===== config.mk =====
export PLATFORM = sky130hd
export DESIGN_NAME = mfe_lcd1602_text_writer
export DESIGN_NICKNAME = d
export VERILOG_FILES = /design/src/rtl/mfe_lcd1602_pkg.sv /design/src/rtl/mfe_lcd1602_frame_buf.sv /design/src/rtl/mfe_lcd1602_text_writer.sv
export SDC_FILE = /design/constraint.sdc
export NUM_CORES = 1
export LEC_CHECK = 0
export ABC_AREA = 0
export ABC_CLOCK_PERIOD_IN_PS = 3900
export CORE_MARGIN = 2
export CORE_UTILIZATION = 35
export CTS_CLUSTER_DIAMETER = 50
export DETAILED_ROUTE_END_ITERATION = 10
export PLACE_DENSITY = 0.53
export SLEW_MARGIN = 15
export SYNTH_ARGS = -nofsm -noshare
export SYNTH_HDL_FRONTEND = slang
export SYNTH_SLANG_ARGS = --single-unit

===== constraint.sdc =====
create_clock -name clk -period 3.9 [get_ports clk]
set_input_delay 0.585 -clock clk [delete_from_list [all_inputs] [get_ports clk]]
set_output_delay 0.585 -clock clk [all_outputs]
set_load 0.03 [all_outputs]

===== src/rtl/mfe_lcd1602_pkg.sv =====
// Shared definitions for the LCD1602 text writer: FSM states, DDRAM line
// base addresses, line geometry and the blank character.
package mfe_lcd1602_pkg;

    typedef enum logic [1:0] {
        S_IDLE = 2'd0,
        S_ADDR = 2'd1,
        S_CHAR = 2'd2,
        S_WAIT = 2'd3
    } state_t;

    localparam logic [7:0] LINE0_ADDR = 8'h00;
    localparam logic [7:0] LINE1_ADDR = 8'h40;
    localparam logic [7:0] SPACE_CHAR = 8'h20;
    localparam int         LINE_LEN   = 16;
    localparam int         BUF_DEPTH  = 2 * LINE_LEN;

    localparam logic [4:0] LINE0_LAST = 5'(LINE_LEN - 1);
    localparam logic [4:0] BUF_LAST   = 5'(BUF_DEPTH - 1);

    function automatic logic [7:0] line_addr(input logic line);
        return line ? LINE1_ADDR : LINE0_ADDR;
    endfunction

endpackage


===== src/rtl/mfe_lcd1602_frame_buf.sv =====
// 32 x 8 character frame buffer: one synchronous write port, one
// combinational read port, reset to all spaces.
module mfe_lcd1602_frame_buf
    import mfe_lcd1602_pkg::*;
(
    input  logic       clk,
    input  logic       rst_n,
    input  logic       wr_en,
    input  logic [4:0] wr_addr,
    input  logic [7:0] wr_data,
    input  logic [4:0] rd_addr,
    output logic [7:0] rd_data
);

    logic [7:0] mem [BUF_DEPTH];

    // NOTE: the whole array has an async reset, so this maps to flops rather
    // than a RAM macro; a cleared screen after reset depends on it.
    always_ff @(posedge clk or negedge rst_n) begin
        if (!rst_n) begin
            for (int i = 0; i < BUF_DEPTH; i++) begin
                mem[i] <= SPACE_CHAR;
            end
        end else if (wr_en) begin
            mem[wr_addr] <= wr_data;
        end
    end

    assign rd_data = mem[rd_addr];

endmodule


===== src/rtl/mfe_lcd1602_text_writer.sv =====
// Streams a 2 x 16 frame buffer to an LCD1602 wrapper as address/character
// requests. Define MFE_LCD1602_AUTO_REFRESH_EN to add a periodic idle refresh.
module mfe_lcd1602_text_writer
    import mfe_lcd1602_pkg::*;
#(
    parameter int                           REFRESH_CNT_WIDTH = 24,
    parameter logic [REFRESH_CNT_WIDTH-1:0] REFRESH_CNT_MAX   = 24'd9999999
) (
    input  logic       clk,
    input  logic       rst_n,
    input  logic       wr_en,
    input  logic [4:0] wr_addr,
    input  logic [7:0] wr_data,
    input  logic       update,
    output logic       busy,
    output logic       frame_done,
    input  logic       lcd_ready,
    output logic       lcd_clear,
    output logic       lcd_home,
    output logic       lcd_cenb,
    output logic       lcd_disp,
    output logic [1:0] lcd_shift,
    output logic       lcd_cmd,
    output logic       lcd_vld,
    output logic [7:0] lcd_dat
);

    state_t     state;
    logic [4:0] ptr;
    logic       last_was_addr;
    logic       wait_first;
    logic       refresh_req;
    logic       refresh_tick;
    logic       refresh_set;
    logic [7:0] buf_char;

    assign lcd_clear = 1'b0;
    assign lcd_home  = 1'b0;
    assign lcd_cenb  = 1'b0;
    assign lcd_disp  = 1'b0;
    assign lcd_shift = 2'b00;

    mfe_lcd1602_frame_buf u_frame_buf (
        .clk     (clk),
        .rst_n   (rst_n),
        .wr_en   (wr_en),
        .wr_addr (wr_addr),
        .wr_data (wr_data),
        .rd_addr (ptr),
        .rd_data (buf_char)
    );

`ifdef MFE_LCD1602_AUTO_REFRESH_EN
    logic [REFRESH_CNT_WIDTH-1:0] refresh_cnt;

    always_ff @(posedge clk or negedge rst_n) begin
        if (!rst_n) begin
            refresh_cnt <= '0;
        end else if (state != S_IDLE || refresh_cnt == REFRESH_CNT_MAX) begin
            refresh_cnt <= '0;
        end else begin
            refresh_cnt <= refresh_cnt + 1'b1;
        end
    end

    assign refresh_tick = (state == S_IDLE) && (refresh_cnt == REFRESH_CNT_MAX);
`else
    logic unused_refresh_cfg;
    assign unused_refresh_cfg = ^REFRESH_CNT_MAX;
    assign refresh_tick = 1'b0;
`endif

    // A write landing mid-frame re-arms the request so the new text is sent
    // in one follow-up frame.
    assign refresh_set = update | (wr_en & busy) | refresh_tick;

    always_ff @(posedge clk or negedge rst_n) begin
        if (!rst_n) begin
            state         <= S_IDLE;
            ptr           <= '0;
            last_was_addr <= 1'b0;
            wait_first    <= 1'b0;
            busy          <= 1'b0;
            frame_done    <= 1'b0;
            lcd_cmd       <= 1'b0;
            lcd_vld       <= 1'b0;
            lcd_dat       <= 8'h00;
            refresh_req   <= 1'b1;
        end else begin
            // NOTE: strobes default low each cycle so every issue is exactly one
            // cycle wide; only the issuing branch raises them.
            lcd_cmd    <= 1'b0;
            lcd_vld    <= 1'b0;
            frame_done <= 1'b0;

            if (refresh_set) begin
                refresh_req <= 1'b1;
            end else if (state == S_IDLE && refresh_req) begin
                refresh_req <= 1'b0;
            end

            case (state)
                S_IDLE: begin
                    if (refresh_req) begin
                        ptr   <= '0;
                        busy  <= 1'b1;
                        state <= S_ADDR;
                    end
                end
                S_ADDR: begin
                    if (lcd_ready) begin
                        lcd_cmd       <= 1'b1;
                        lcd_dat       <= line_addr(ptr[4]);
                        last_was_addr <= 1'b1;
                        wait_first    <= 1'b1;
                        state         <= S_WAIT;
                    end
                end
                S_CHAR: begin
                    if (lcd_ready) begin
                        lcd_vld       <= 1'b1;
                        lcd_dat       <= buf_char;
                        last_was_addr <= 1'b0;
                        wait_first    <= 1'b1;
                        state         <= S_WAIT;
                    end
                end
                S_WAIT: begin
                    // The wrapper drops ready one cycle after a request, so the
                    // first wait cycle still shows the stale ready level.
                    if (wait_first) begin
                        wait_first <= 1'b0;
                    end else if (lcd_ready) begin
                        if (last_was_addr) begin
                            state <= S_CHAR;
                        end else if (ptr == BUF_LAST) begin
                            frame_done <= 1'b1;
                            busy       <= 1'b0;
                            state      <= S_IDLE;
                        end else if (ptr == LINE0_LAST) begin
                            ptr   <= ptr + 5'd1;
                            state <= S_ADDR;
                        end else begin
                            ptr   <= ptr + 5'd1;
                            state <= S_CHAR;
                        end
                    end
                end
                default: state <= S_IDLE;
            endcase
        end
    end

endmodule


==> impl_metrics.yaml, run 1 <==
logic_synthesis:
  yosys_warnings: 0
  async_flop_share_pct: 100
  ys.flop_type: "dfrtp_1"
  synth-edff-count: 0
  synth_cells: 867
  yosysTopAreaCell: "dfrtp_1"
  synth_top_area_share_pct: 47.6
  ys_types: 45
  ys_top_cells_by_area: "dfrtp_1 48%, mux2_2 23%, mux4_2 10%"
  syn-cell-area_um2: 12900
  synth_seq_cells: 278
  yosysSeqAreaShare_pct: 54.3
  syn_area_per_cell_um2: 14.9
global_routing:
  antenna_found_initial: 0
  grt_pass1_wl_um: 47800
  grt_max_degree: 98
  grt_pass1_vias: 7624
  grt_usage_pct: 16.4
  overflow: 0
timing:
  setup_ws_ps: 1060
  fin_setup_tns_ps: 0
  hold_slack_ps: 116
  max_freq_mhz: 352
  clock_skew_ps: 17.5
  drv_slew: 0
  setup_viol: 0
  tightest_slew_ps: 871
  rsz0062_at_grt: "no"
  relSlewSlack_pct: 41.7
  finalCritPeriodShare_pct: 72.8
  min_period_ps: 2840
  hold_viol: 0
drt:
  highest_layer: "met4"
  via_count: 7297
  wl_met3_um: 973
  totalWireLength_um: 30400
  drtIter0Drc: 370
  wirelength_met1_um: 13700
  detail-route-antenna-nets: 0
  met2_length_um: 15000
  first_pass_iters: 4
  viasPerCell: 5.23
  route.detailed.drc: 0
  routedWlPerCell_um: 21.8
pwr:
  vdd_ir_drop_max_uv: 260
  clockPowerShare_pct: 36.0
  comb_power_share_pct: 23.0
  power.density_nw_per_um2: 635
  p_int_mw: 6.82
  switching_share_pct: 28.1
  p_leak_nw: 6.35
  power_frac_seq_pct: 41.0
  power.switching_mw: 2.66
final_layout:
  final_nets: 924
  final_core_util_pct: 41.0
  drive_gt1_share_pct: 48.3
  multiInputGateArea_um2: 5550
  antenna_cells: 0
  regArea_um2: 7000
  syn_to_final_growth_pct: 15.9
  mostFrequentLayoutCells: "265 x mux2_2, 243 x dfrtp_1, 59 x mux4_2, 37 x clkbuf_16, 34 x nand2_1"
  nFillCells: 3372
  layout_commonest_cell: "mux2_2"
  design_area_um2: 14900
clock_network:
  cts.sinks: 278
  path_clk_slew_ps: 50
  numCtsBuffers: 37
  postCtsResizedCells: 0
  post_cts_buffers: 0
  cts_buffer_depth: 3
  ctsHoldBuffers: 0
  htree_levels: 2
  cts-root-buf: "clkbuf_16"
  insertion_delay_ps: 530
  tritoncts: "built"
critical_path:
  timing.critical_path.from: "ptr[0]$_DFFE_PN0P_"
  worstReg2RegStart: "ptr[0]$_DFFE_PN0P_"
  crit_path_top_delay_cell: "dfrtp_4"
  slowest_delay_ps: 820
  worstSetupPathType: "reg2reg"
  cp_max_fo: 28
  startpoint_type: "flip-flop"
  cp-end-kind: "flip-flop"
  r2r_end: "lcd_dat[4]$_DFFE_PN0P_"
  r2r_cells: 5
  crit_chain: "buf_4, mux4_2, mux4_2, nand3_1, nand3_1"
  arrival_ps: 3230
  r2r_slack_ps: 1060
  critPathRequiredTime_ps: 4290
status:
  status: "completed"
die:
  die_y_um: 196
  dieArea_um2: 38400
  core_area_um2: 36400
  initial_core_util_pct: 35.4
  placementRows: 70
  ios: 36
  die_x_um: 196
worst_hold_path:
  hp-class: "in2async"
place:
  place_ws_ps: 1020
  place.port_buffers: 29
  dp_hpwl_um: 18700
  placed_area_um2: 13700
  routabilityCongestion: 0.763
run:
  drv_cap: 0
## power by group through the flow
stage / combinational [mW] / clock, mW / sequential, mW
after floorplan: 1.58 / 0 / 3.86
after global placement: 2.19 / 0 / 3.93
after detailed placement: 2.22 / 0 / 3.94
after CTS: 2.23 / 3.51 / 3.90
after global routing: 2.36 / 3.63 / 3.98
final: 2.18 / 3.41 / 3.89
## area by class of cell
class                           count  share of cell area (%)
Clock buffer                       55                    7.19
Timing Repair Buffer               48                    3.27
Multi-Input combinational cell    517                    37.1
Inverter                           15                   0.377
Tap cell                          468                    3.92
Clock inverter                     13                    1.24
Sequential cell                   278                    46.9
## worst max path at each step
stage / end / depth (start not counted)
2_1_floorplan: ptr[3]$_DFFE_PN0P_ / 10
3_3_place_gp: lcd_dat[4]$_DFFE_PN0P_ / 5
3_5_place_dp: u_frame_buf.mem[187]$_DFFE_PN0P_ / 4
4_1_cts: lcd_dat[4]$_DFFE_PN0P_ / 5
5_1_grt: ptr[2]$_DFFE_PN0P_ / 8
6_report: lcd_dat[4]$_DFFE_PN0P_ / 5
## synth_stat cells, types with 4 or more instances
library cell    n
clkbuf_1       38
ha_1            9
inv_1          14
o221ai_1        7
nand2_1        34
mux4_2         59
nor3b_1         4
buf_2          11
dfstp_2        33
nand3_1        18
nor2_2          8
mux2i_1        23
nand3b_1        5
mux2_2        265
buf_4           9
a21oi_1         5
nor2b_1         5
o22ai_1         8
nor2_1         16
o21ai_0        14
dfrtp_1       245
## flip-flops by register name, indices dropped and copies added (netlist names)
register         cells
busy                 1
lcd_cmd              1
wait_first           1
frame_done           1
lcd_vld              1
u_frame_buf.mem    256
refresh_req          1
last_was_addr        1
ptr                  5
state                2
lcd_dat              8
## metrics by stage
step | power, mW | cells
2_1_floorplan | 5.44 | 872
3_3_place_gp | 6.12 | 1326
3_5_place_dp | 6.17 | 1326
4_1_cts | 9.63 | 1394
5_1_grt | 9.97 | 1394
6_report | 9.48 | 1394
## cells by family after synthesis
family | share of synthesized area, %
compound gates | 2.48
xor+xnor | 0.136
fa+ha+maj | 0.874
buf+inv | 2.79
flops | 54.3
mux | 35.3
other cells | 0.0291
simple gates | 4.04
## metal layers
metal  vias to the layer above  global-route usage, %
li1                       3253                      -
met1                      3882                   22.2
met2                       116                   27.5
met3                        46                   2.27
met4                         0                   5.11
met5                         -                      0
## critical path, delay by kind of cell, from the launching register on
family | cells | cell delay [ps]
mux | 2 | 1160
flops | 1 | 820
buf+inv | 1 | 510
simple gates | 2 | 180
No activity file was read; power rests on OpenSTA's default activity.
==> inputs of run 2 (changes only) <==
- ABC_CLOCK_PERIOD_IN_PS: 3900 -> 2550
- PLACE_DENSITY: 0.53 -> 0.55
- clock period: 3.9 -> 2.55 ns (I/O delays scaled with it)
==> impl_metrics.yaml, run 2 (synthesized netlist as in run 1, its figures left out) <==
die:
  ios: 36
  die_x_um: 196
  die_y_um: 196
  core_area_um2: 36400
  placementRows: 70
  dieArea_um2: 38400
  initial_core_util_pct: 35.4
timing:
  max_freq_mhz: 434
  min_period_ps: 2310
  relSlewSlack_pct: 49.3
  hold_viol: 0
  tightest_slew_ps: 755
  rsz0062_at_grt: "no"
  clock_skew_ps: 22.1
  fin_setup_tns_ps: 0
  setup_viol: 0
  finalCritPeriodShare_pct: 90.4
  drv_slew: 0
drt:
  totalWireLength_um: 31000
  routedWlPerCell_um: 21.6
  route.detailed.drc: 0
  first_pass_iters: 4
  drtIter0Drc: 364
  via_count: 7455
  viasPerCell: 5.19
  detail-route-antenna-nets: 0
critical_path:
  startpoint_type: "flip-flop"
  crit_path_top_delay_cell: "dfrtp_4"
  critical-path-top-delay-family: "simple AND/OR/NAND/NOR gates"
  arrival_ps: 2710
  cp_common_cell: "ha_1"
  cp-end-kind: "flip-flop"
  worstSetupPathType: "reg2reg"
  slowest_delay_ps: 520
  path_buf_inv: 0
  crit_chain: "ha_1, and3_1, ha_1, nand2b_1, or3_1, a21oi_1, nand3_1, o21ai_0"
  critPathRequiredTime_ps: 2960
  cp_max_fo: 6
final_layout:
  reg_top3: "u_frame_buf.mem (256), lcd_dat (8), ptr (5)"
  largest_register_ffs: 256
  mostFrequentLayoutCells: "265 x mux2_2, 243 x dfrtp_1, 59 x mux4_2, 52 x buf_4, 39 x clkbuf_16"
  drive_gt1_share_pct: 50.9
  final_nets: 968
  syn_to_final_growth_pct: 18.9
  antenna_cells: 0
  top_register: "u_frame_buf.mem"
  layout_commonest_cell: "mux2_2"
  final_core_util_pct: 42.1
place:
  routabilityCongestion: 0.743
  place.port_buffers: 29
  dp_hpwl_um: 19900
worst_hold_path:
  hp-class: "in2async"
global_routing:
  antenna_found_initial: 1
  overflow: 0
  grt_pass1_wl_um: 49300
  grt_usage_pct: 16.9
  grt_pass1_vias: 7947
  grt_max_degree: 68
clock_network:
  cts.sinks: 278
  post_cts_buffers: 0
  cts-root-buf: "clkbuf_16"
  htree_levels: 2
  path_clk_slew_ps: 60
  tritoncts: "built"
  cts_buffer_depth: 3
  numCtsBuffers: 37
  insertion_delay_ps: 510
pwr:
  vdd_ir_drop_max_uv: 400
  power.density_nw_per_um2: 946
  p_leak_nw: 6.59
status:
  status: "completed"
run:
  drv_cap: 0
-- run 2: changes by cell type in the layout (fill, tap and decap cells not counted), moves of 2 or more --
cell and change:
clkinv_2 +5, clkbuf_8 -2, clkbuf_1 -5, buf_4 +37, buf_12 +6, clkinv_8 -2
clkbuf_16 +2
-- run 2: routing by layer --
layer	GRT usage (%)	routed length (µm)	up-vias
met4	5.58	892	2
met5	0	8	-
met1	22.7	13500	3929
met2	28.1	15200	124
li1	-	-	3346
met3	2.54	1340	54
-- run 2: power by group --
part           switching (mW)  leakage [nW]  internal [mW]
Sequential              0.507          3.48           5.40
Combinational            1.62          2.51           1.83
Clock                    1.96         0.604           3.18
-- run 2: through the flow --
stage | hold slack, ps | power (mW) | area, µm² | cells | setup slack [ps]
2_1_floorplan | 86.9 | 8.32 | 12900 | 872 | 146
4_1_cts | 432 | 14.7 | 15300 | 1436 | 189
5_1_grt | 453 | 15.2 | 15300 | 1436 | 24.0
3_5_place_dp | 396 | 9.50 | 14100 | 1369 | 96.4
3_3_place_gp | 394 | 9.41 | 14100 | 1369 | 103
6_report | 417 | 14.5 | 15300 | 1436 | 244
-- run 2: area by class of cell --
cell class / count / area [µm²]
clock buffer: 50 / 1080
clock inverter: 16 / 156
fill: 3349 / 21100
timing repair buffer: 92 / 896
tap: 468 / 586
sequential: 278 / 7000
multi-input combinational: 517 / 5550
inverter: 15 / 56.3
-- run 2: final timing paths --
kind	slack [ps]	to	startpoint	cells after the start
worst min register to register	500	u_frame_buf.mem[175]$_DFFE_PN0P_	u_frame_buf.mem[175]$_DFFE_PN0P_	1
max in group asynchronous	1370	u_frame_buf.mem[189]$_DFFE_PN1P_	rst_n	3
worst min-delay path	420	u_frame_buf.mem[107]$_DFFE_PN0P_	rst_n	2
worst max register to register	240	ptr[0]$_DFFE_PN0P_	ptr[0]$_DFFE_PN0P_	8
worst max-delay path	240	ptr[0]$_DFFE_PN0P_	ptr[0]$_DFFE_PN0P_	8
min in group clk	470	refresh_req$_DFFE_PN1P_	update	3
-- run 2: what timing repair did --
item                                   in CTS  in global routing
setup endpoints to repair                   0                  1
hold buffers                                1                  0
resized for setup                           0                  1
endpoints found under the hold margin      54                  0
==> inputs of run 3 (changes only) <==
- TNS_END_PERCENT: unset -> 10
==> results of run 3 <==
Final layout, timing and power as in run 2 (identical DEF).
